==> src/rtl/uart_pkg.sv <==
// Shared UART-16550 definitions: TX FIFO sequencer states, default FIFO depth
// and FCR bit positions.
package uart_pkg;

    localparam int UART_FIFO_DEPTH = 16;

    localparam int FCR_FIFO_EN = 0;
    localparam int FCR_TX_CLR  = 2;

    typedef enum logic [1:0] {
        TXF_IDLE   = 2'd0,
        TXF_LAUNCH = 2'd1,
        TXF_ARM    = 2'd2,
        TXF_BUSY   = 2'd3
    } txf_state_e;

endpackage

==> src/rtl/uart_fifo_mem.sv <==
// DEPTH x WIDTH register array: synchronous write, asynchronous read.
// Shared by the UART TX and RX FIFOs.
module uart_fifo_mem #(
    parameter int DEPTH = 16,
    parameter int WIDTH = 8
) (
    input  logic                     clk,
    input  logic                     we_i,
    input  logic [$clog2(DEPTH)-1:0] waddr_i,
    input  logic [WIDTH-1:0]         wdata_i,
    input  logic [$clog2(DEPTH)-1:0] raddr_i,
    output logic [WIDTH-1:0]         rdata_o
);

    logic [WIDTH-1:0] mem_q [DEPTH];

    always_ff @(posedge clk) begin
        if (we_i) begin
            mem_q[waddr_i] <= wdata_i;
        end
    end

    assign rdata_o = mem_q[raddr_i];

endmodule

==> src/rtl/uart_tx_fifo.sv <==
// UART transmit holding FIFO: buffers host THR writes and launches them into the
// serializer one at a time. Optional sticky overrun flag under TXF_OVERRUN_EN.
module uart_tx_fifo
    import uart_pkg::*;
#(
    parameter int DEPTH = UART_FIFO_DEPTH,
    parameter int WIDTH = 8
) (
    input  logic                   clk,
    input  logic                   rst,
    input  logic                   wr_en,
    input  logic [WIDTH-1:0]       wr_data,
    input  logic                   fifo_en,
    input  logic                   fifo_clr,
    input  logic                   tx_thr_empty,
    output logic                   write_thr,
    output logic [WIDTH-1:0]       thr_data,
    output logic [$clog2(DEPTH):0] level,
    output logic                   full,
    output logic                   empty,
    output logic                   thre,
    output logic                   temt
`ifdef TXF_OVERRUN_EN
    ,
    output logic                   overrun
`endif
);

    localparam int PW = $clog2(DEPTH);
    localparam int CW = PW + 1;
    localparam logic [CW-1:0] CAP_FIFO = CW'(DEPTH);
    localparam logic [CW-1:0] CAP_ONE  = CW'(1);

    txf_state_e    state_q, state_d;
    logic [PW-1:0] rd_ptr_q, rd_ptr_d;
    logic [PW-1:0] wr_ptr_q, wr_ptr_d;
    logic [CW-1:0] count_q, count_d;
    logic [CW-1:0] cap;
    logic          fifo_en_q;
    logic          clr, pop, push;

    // A mode switch empties the buffer exactly like an FCR clear.
    assign cap   = fifo_en ? CAP_FIFO : CAP_ONE;
    assign clr   = fifo_clr | (fifo_en != fifo_en_q);
    assign empty = (count_q == '0);
    assign full  = (count_q == cap);
    assign pop   = (state_q == TXF_LAUNCH);
    assign push  = wr_en & (~full | pop) & ~clr;

    always_comb begin
        rd_ptr_d = rd_ptr_q;
        wr_ptr_d = wr_ptr_q;
        count_d  = count_q;
        if (clr) begin
            rd_ptr_d = '0;
            wr_ptr_d = '0;
            count_d  = '0;
        end else begin
            if (pop)  rd_ptr_d = rd_ptr_q + 1'b1;
            if (push) wr_ptr_d = wr_ptr_q + 1'b1;
            case ({push, pop})
                2'b10:   count_d = count_q + 1'b1;
                2'b01:   count_d = count_q - 1'b1;
                default: count_d = count_q;
            endcase
        end
    end

    // Clears never touch the sequencer, so a launched character still finishes.
    always_comb begin
        state_d = state_q;
        case (state_q)
            TXF_IDLE:   if (!empty && tx_thr_empty && !clr) state_d = TXF_LAUNCH;
            TXF_LAUNCH: state_d = TXF_ARM;
            TXF_ARM:    state_d = TXF_BUSY;
            TXF_BUSY:   if (tx_thr_empty) state_d = TXF_IDLE;
            default:    state_d = TXF_IDLE;
        endcase
    end

    always_ff @(posedge clk) begin
        fifo_en_q <= fifo_en;
        if (rst) begin
            state_q  <= TXF_IDLE;
            rd_ptr_q <= '0;
            wr_ptr_q <= '0;
            count_q  <= '0;
        end else begin
            state_q  <= state_d;
            rd_ptr_q <= rd_ptr_d;
            wr_ptr_q <= wr_ptr_d;
            count_q  <= count_d;
        end
    end

    uart_fifo_mem #(
        .DEPTH (DEPTH),
        .WIDTH (WIDTH)
    ) u_mem (
        .clk     (clk),
        .we_i    (push & ~rst),
        .waddr_i (wr_ptr_q),
        .wdata_i (wr_data),
        .raddr_i (rd_ptr_q),
        .rdata_o (thr_data)
    );

    assign write_thr = pop;
    assign level     = count_q;
    assign thre      = empty;
    assign temt      = empty & tx_thr_empty & (state_q == TXF_IDLE);

`ifdef TXF_OVERRUN_EN
    logic overrun_q;

    always_ff @(posedge clk) begin
        if (rst || fifo_clr) begin
            overrun_q <= 1'b0;
        end else if (wr_en && full && !pop && !clr) begin
            overrun_q <= 1'b1;
        end
    end

    assign overrun = overrun_q;
`endif

endmodule

==> config.mk <==
export PLATFORM = sky130hd
export DESIGN_NAME = uart_tx_fifo
export DESIGN_NICKNAME = d
export VERILOG_FILES = /design/src/rtl/uart_pkg.sv /design/src/rtl/uart_fifo_mem.sv /design/src/rtl/uart_tx_fifo.sv
export SDC_FILE = /design/constraint.sdc
export NUM_CORES = 1
export LEC_CHECK = 0
export CAP_MARGIN = 20
export CORE_MARGIN = 4
export CORE_UTILIZATION = 30
export DETAILED_ROUTE_END_ITERATION = 7
export GPL_TIMING_DRIVEN = 0
export MAX_ROUTING_LAYER = met4
export PLACE_DENSITY = 0.44
export SLEW_MARGIN = 25
export SYNTH_ARGS = -nofsm -noshare
export SYNTH_HDL_FRONTEND = slang
export SYNTH_SLANG_ARGS = --single-unit
export TNS_END_PERCENT = 30
==> constraint.sdc <==
create_clock -name clk -period 3.1 [get_ports clk]
set_clock_uncertainty 0.05 [all_clocks]
set_input_delay 0.465 -clock clk [delete_from_list [all_inputs] [get_ports clk]]
set_output_delay 0.465 -clock clk [all_outputs]
set_load 0.02 [all_outputs]
==> flow_summary_export.csv, run 1 <==
group,metric,value,unit
grt,overflow,0,
route,drt_first_pass_iters,4,
critical_path,crit_type,"reg -> out",
placed_design,placed_area,6780,um2
timing,worst_pin_slew,0.971,ns
timing,fin_hold_ws,0.439,ns
finish,syn_to_final_growth,20.4,%
floorplan,io_pins,32,
finish,multi_input_area,1750,um2
timing,finalSetupViolCount,0,
floorplan,initial_utilization,30.9,%
critical_path,ff2ff_setup_slack,0.19,ns
flow_run,maxCapViolCount,0,
placed_design,gp_congestion,0.768,
route,vias_per_cell,4.68,
synth,synth_most_common_cell,"edfxtp_1",
grt,grt_pass1_vias,3357,
synth,yosysTopAreaCellShare,62.8,%
synth,synth_common_cells,"128 x edfxtp_1, 31 x nor2_1, 20 x dfxtp_1",
placed_design,hpwl,8670,um
finish,regArea,4240,um2
clock_network,clock_latency,0.41,ns
floorplan,std_cell_rows,51,
floorplan,die_h,151,um
timing,max-slew-margin-rel,35.0,%
synth,synth-edff-count,128,
critical_path,crit_arrival,2.43,ns
route,antenna_left,0,
synth,synthTopCellsByArea,"edfxtp_1 63%, mux4_1 6.9%, dfxtp_1 6.5%, mux4_2 5.9%, ha_1 2.9%",
timing,rsz0062_at_grt,"yes",
route,wire_per_inst,19.7,um
timing,max_freq,339,MHz
synth,ys_ff_latch,148,
timing,hold_violations,0,
finish,final_area,7370,um2
critical_path,r2r_end,"level[4]",
clock_network,cts_tree,"yes",
synth,synth-main-ff-cell,"edfxtp_1",
grt,grt_max_degree,17,
timing,post-route-min-period,2.95,ns
power,p_total,4.59,mW
critical_path,endpoint,"thr_data[7]",
critical_path,path_max_fanout,10,
finish,nets,425,
finish,diodes,0,
synth,ys_seq_area_share,69.3,%
power,p_leak,2.43,nW
grt,grt_pass1_wl,20000,um
route,routed_wirelength,13200,um
min_path,hold_path_class,"in -> reg",
floorplan,core_area,19800,um2
floorplan,die_width,151,um
grt,antenna_found_initial,0,
clock_network,cts_inserted_buffers,17,
min_path,hold_depth,3,
synth,synth_cell_type_count,45,
placed_design,portBuffers,30,
floorplan,fp.dieArea,22800,um2
clock_network,cts.path.max_buffers,2,
clock_network,h-tree-depth,4,
route,first_iter_violations,156,
synth,async_reset_ff_share,0,%
critical_path,cp.required,2.58,ns
timing,timing.final.crit_share,95.0,%
clock_network,cts-root-buf,"clkbuf_16",
finish,layout-drive-gt1-share,16.9,%
critical_path,start_kind,"register",
critical_path,reg2regPathDepth,13,
grt,grt_usage,12.7,%
route,vias,3152,
clock_network,hold_buffers,0,
synth,yosysWarningCount,0,
critical_path,reg2reg_from,"state_q[1]",
synth,synth.cell_area,6120,um2
synth,synth.largest_area_cell,"edfxtp_1",
clock_network,cts.sinks,148,
finish,fillerInstances,1888,
power,max-vdd-ir-drop,0.362,mV
outcome,outcome,"completed",
synth,syn-num-nets,376,
critical_path,endpoint_kind,"primary output",
clock_network,clk_pin_slew,0.06,ns
power,p_per_area,623,nW/um2
route,drc,0,
clock_network,postCtsSetupBuffers,0,
synth,synth_area_per_cell,17.6,um2
synth,synthCells,347,
timing,drv_slew,0,
[power by group]
part	total, mW	internal, mW	switching [mW]
sequential	2.19	2.18	0.0173
clock	1.97	1.18	0.795
combinational	0.423	0.185	0.238
[through the flow]
step	utilization [%]	cells	setup TNS (ns)	worst slack [ns]
2_1_floorplan	-	347	0	0.278
3_3_place_gp	34.1	642	-25.57	-0.509
3_5_place_dp	34.3	642	-15.17	-0.293
4_1_cts	37.1	673	0	0.000634
5_1_grt	37.3	673	-0.0568	-0.0568
6_report	37.3	673	0	0.154
[cells by family (layout without fill, tap and decap cells)]
group,Yosys count,in the layout,share of synthesized area (%)
adder cells (fa/ha/maj),15,15,3.19
flip-flops,148,148,69.3
XOR/XNOR,6,6,0.859
AND/OR/NAND/NOR,79,79,6.13
multiplexers,35,35,13.2
buffers and inverters,27,88,2.82
AO/OA/AOI/OAI,37,37,4.42
[per-layer routing]
layer	GRT usage, %	wire length [um]	part of all wire [%]
met5	-	0	0
met3	3.26	531	4.0
met4	3.90	174	1.3
met2	19.9	6530	49
met1	16.3	6000	45
[state kept, by name (all words and copies together), names as in the netlist, named ones only]
name,flops
level,5
u_mem.mem_q,128
rd_ptr_q,4
fifo_en_q,1
wr_ptr_q,4
state_q,2
[critical path: stages, from the launching register on]
cell and delay [ns]:
dfxtp_1 0.32, buf_6 0.14, buf_6 0.20, mux4_1 0.56
a22oi_1 0.26, nand2_1 0.17, dlygate4sd2_1 0.36
[final cells by class]
type | instances | share of cell area, %
plain buffers | 16 | 1.85
clock buffers | 18 | 5.82
clock inverters | 13 | 1.82
inverters | 11 | 0.560
multi-input cells | 172 | 23.7
flip-flops and latches | 148 | 57.6
well taps | 265 | 4.50
repair buffers | 30 | 4.14
[worst min-delay path by stage]
stage | endpoint | startpoint | slack [ns]
2_1_floorplan | register | rd_ptr_q[3] | 0.43
3_3_place_gp | level[4] | level[4] | 0.46
3_5_place_dp | level[4] | level[4] | 0.47
4_1_cts | wr_ptr_q[0] | wr_en | 0.42
5_1_grt | wr_ptr_q[0] | wr_en | 0.47
6_report | wr_ptr_q[0] | wr_en | 0.44
[cell usage in the layout, fill, tap and decap left out, drive strengths merged, types with 2 or more instances in the layout]
| master | netlist | final |
|---|---|---|
| nand2 | 15 | 15 |
| and2 | 3 | 3 |
| o21a | 2 | 2 |
| nand3 | 3 | 3 |
| dlygate4sd2 | 0 | 4 |
| dlymetal6s2s | 0 | 4 |
| clkbuf | 3 | 21 |
| nand4 | 7 | 7 |
| edfxtp | 128 | 128 |
| nor3b | 2 | 2 |
| bufinv | 0 | 2 |
| ha | 14 | 14 |
| nor2 | 31 | 31 |
| a211o | 2 | 2 |
| clkdlybuf4s50 | 0 | 22 |
| a22oi | 16 | 16 |
| mux4 | 32 | 32 |
| a21oi | 9 | 9 |
| dfxtp | 20 | 20 |
| buf | 10 | 10 |
| nand2b | 2 | 2 |
| clkinvlp | 0 | 2 |
| inv | 11 | 13 |
| mux2i | 3 | 3 |
| or3 | 2 | 2 |
| o21ai | 2 | 2 |
| clkdlybuf4s25 | 2 | 2 |
| xor2 | 5 | 5 |
| clkinv | 0 | 7 |
| nor3 | 9 | 9 |
[what timing repair did]
action                     CTS  global route
gates resized for setup      8             6
setup endpoints to repair    9             5
hold endpoints to repair     0             0
Note: power is estimated with default switching activity, not from simulation.
==> run 2: changes to the inputs <==
- ABC_AREA: default -> 1
- CAP_MARGIN: 20 -> default
- PLACE_DENSITY: 0.44 -> 0.43
- TNS_END_PERCENT: 30 -> 20
==> flow_summary_export.csv, run 2 <==
group,metric,value,unit
finish,final_cell_mix,"128 x edfxtp_1, 95 x inv_1, 72 x nand2_1",
critical_path,crit_arrival,2.48,ns
finish,instances_no_fill,925,
critical_path,cp.required,2.58,ns
min_path,hold_path_class,"reg -> reg",
timing,max-slew-margin-rel,36.8,%
timing,finalSetupViolCount,0,
power,power.internal,3.39,mW
timing,rsz0062_at_grt,"no",
floorplan,die_h,156,um
clock_network,cts.path.max_buffers,2,
floorplan,initial_utilization,30.8,%
synth,async_reset_ff_share,0,%
synth,yosysTopAreaCellShare,58.6,%
synth,synth.largest_area_cell,"edfxtp_1",
clock_network,cts.sinks,148,
synth,synth-xor-area-share,0.400,%
synth,synthAdderAreaFrac,2.97,%
floorplan,die_width,156,um
critical_path,crit_type,"reg -> out",
timing,worst_pin_slew,0.945,ns
power,p_total,4.30,mW
power,p_sw_share,21.1,%
synth,synthMuxAreaShare,0,%
timing,tns,0,ns
power,share_seq_of_total_power,50.6,%
placed_design,hpwl,11600,um
grt,antenna_found_initial,0,
synth,synth_most_common_cell,"edfxtp_1",
synth,synth.cell_area,6560,um2
placed_design,dpl_worst_slack,0.181,ns
clock_network,hold_buffers,0,
min_path,min_from,"rd_ptr_q[1]",
power,p_leak,2.82,nW
timing,max_freq,334,MHz
clock_network,cts_inserted_buffers,17,
grt,grt_pass1_vias,4319,
finish,nets,667,
finish,layout-drive-gt1-share,10.9,%
synth,synth-edff-count,128,
synth,synthTopCellsByArea,"edfxtp_1 59%, dfxtp_1 6.1%, inv_1 5.4%, nand3_1 4.6%, nand2_1 4.1%",
synth,ys_seq_area_share,64.7,%
critical_path,start_kind,"register",
floorplan,core_area,21300,um2
finish,final_core_util,36.6,%
route,vias,4351,
power,p_comb_share,3.5,%
critical_path,ff2ff_setup_slack,0.53,ns
finish,regMostFlops,"u_mem.mem_q",
synth,synth-main-ff-cell,"edfxtp_1",
synth,synth_common_cells,"128 x edfxtp_1, 95 x inv_1, 72 x nand2_1",
min_path,hold_end,"rd_ptr_q[1]",
route,antenna_left,0,
timing,post-route-min-period,2.99,ns
power,pwr-share-clk,46.0,%
finish,diodes,0,
placed_design,dpl.cell_count,895,
power,p_switching,906,uW
route,drt_first_pass_iters,5,
clock_network,cts-root-buf,"clkbuf_16",
route,routed_wirelength,16800,um
timing,timing.final.crit_share,96.5,%
clock_network,cts_tree,"yes",
critical_path,endpoint_kind,"primary output",
synth,yosysWarningCount,0,
floorplan,std_cell_rows,53,
placed_design,gp_congestion,0.878,
route,drc,0,
route,wire_per_inst,18.1,um
synth,synth_top_family_by_area,"simple AND/OR/NAND/NOR gates",
placed_design,portBuffers,31,
grt,grt_usage,14.7,%
critical_path,reg2regPathDepth,13,
grt,grt_pass1_wl,25400,um
grt,overflow,0,
floorplan,io_pins,32,
timing,setup_ws,0.108,ns
power,p_per_area,552,nW/um2
min_path,hold_depth,2,
finish,final_common_cell,"edfxtp_1",
outcome,outcome,"completed",
critical_path,reg2reg_from,"state_q[1]",
synth,synth_simple_gate_area_share,13.9,%
timing,drv_slew,0,
grt,grt_max_degree,20,
route,first_iter_violations,276,
synth,synthCells,589,
power,max-vdd-ir-drop,0.295,mV
synth,synth-compound-area-share,10.1,%
timing,hold_violations,0,
clock_network,clk_pin_slew,0.06,ns
critical_path,r2r_end,"level[4]",
clock_network,h-tree-depth,4,
clock_network,clock_latency,0.42,ns
synth,synth_area_per_cell,11.1,um2
route,vias_per_cell,4.70,
finish,syn_to_final_growth,18.7,%
finish,largest_reg_flops,128,
synth,syn-num-nets,618,
synth,synth_cell_type_count,31,
flow_run,maxCapViolCount,0,
floorplan,fp.dieArea,24300,um2
synth,ys_ff_latch,148,
critical_path,path_max_fanout,19,
run 2: layout make-up:
cell class	count	area [um2]
inverters	98	375
multi-input cells	317	1800
clock buffers	18	429
fillers	2061	13500
clock inverters	13	135
plain buffers	25	154
well taps	275	344
repair buffers	31	310
flip-flops and latches	148	4240
run 2: through the flow:
stage	hold WS [ns]	cell area, um2
after floorplan	0.414	6560
final	0.465	7790
after detailed placement	0.462	7220
after global placement	0.447	7220
after global routing	0.490	7790
after CTS	0.474	7780
run 2: kinds of logic after synthesis:
group / Yosys count
xor gates and xnor gates: 3
buffers and inverters: 124
AOI/OAI and AO/OA: 113
adders and majority gates: 15
and+or+nand+nor: 186
DFF: 148
run 2: repair_timing:
action	in CTS	in global routing
resized for setup	0	5
setup buffers	0	0
cloned	0	0
setup endpoints to repair	7	8
run 2: worst max-delay path by stage:
stage | from | endpoint | slack, ns | depth (start not counted)
floorplan | state_q[1] | level[3] | 0.71 | 12
detailed placement | fifo_en | u_mem.mem_q[13][5] | 0.18 | 7
finish | register | thr_data[3] | 0.11 | 8
global route | register | thr_data[1] | 0.0009 | 8
CTS | register | thr_data[5] | 0.007 | 8
global placement | fifo_en | u_mem.mem_q[13][5] | 0.17 | 7
run 2: power by group through the flow:
| stage | clock network [mW] | logic (mW) | registers [mW] |
|---|---|---|---|
| detailed placement | 0 | 0.154 | 2.22 |
| global placement | 0 | 0.152 | 2.22 |
| finish | 1.98 | 0.150 | 2.17 |
| global route | 2.12 | 0.165 | 2.17 |
| CTS | 2.02 | 0.154 | 2.17 |
| floorplan | 0 | 0.0666 | 2.22 |
run 2: metal layers:
layer | wire length, um | GRT usage [%]
met5 | 0 | -
met4 | 221 | 4.67
met3 | 814 | 3.36
met2 | 7810 | 22.3
met1 | 7940 | 19.7
run 2: worst max-delay path: stages (launching register included):
cell and delay [ns]:
dfxtp_1 0.40, buf_6 0.21, clkbuf_4 0.23, a21oi_1 0.07, o21ai_0 0.17, nand3_1 0.22, nand3_1 0.12, nand2_1 0.08
clkdlybuf4s50_1 0.54
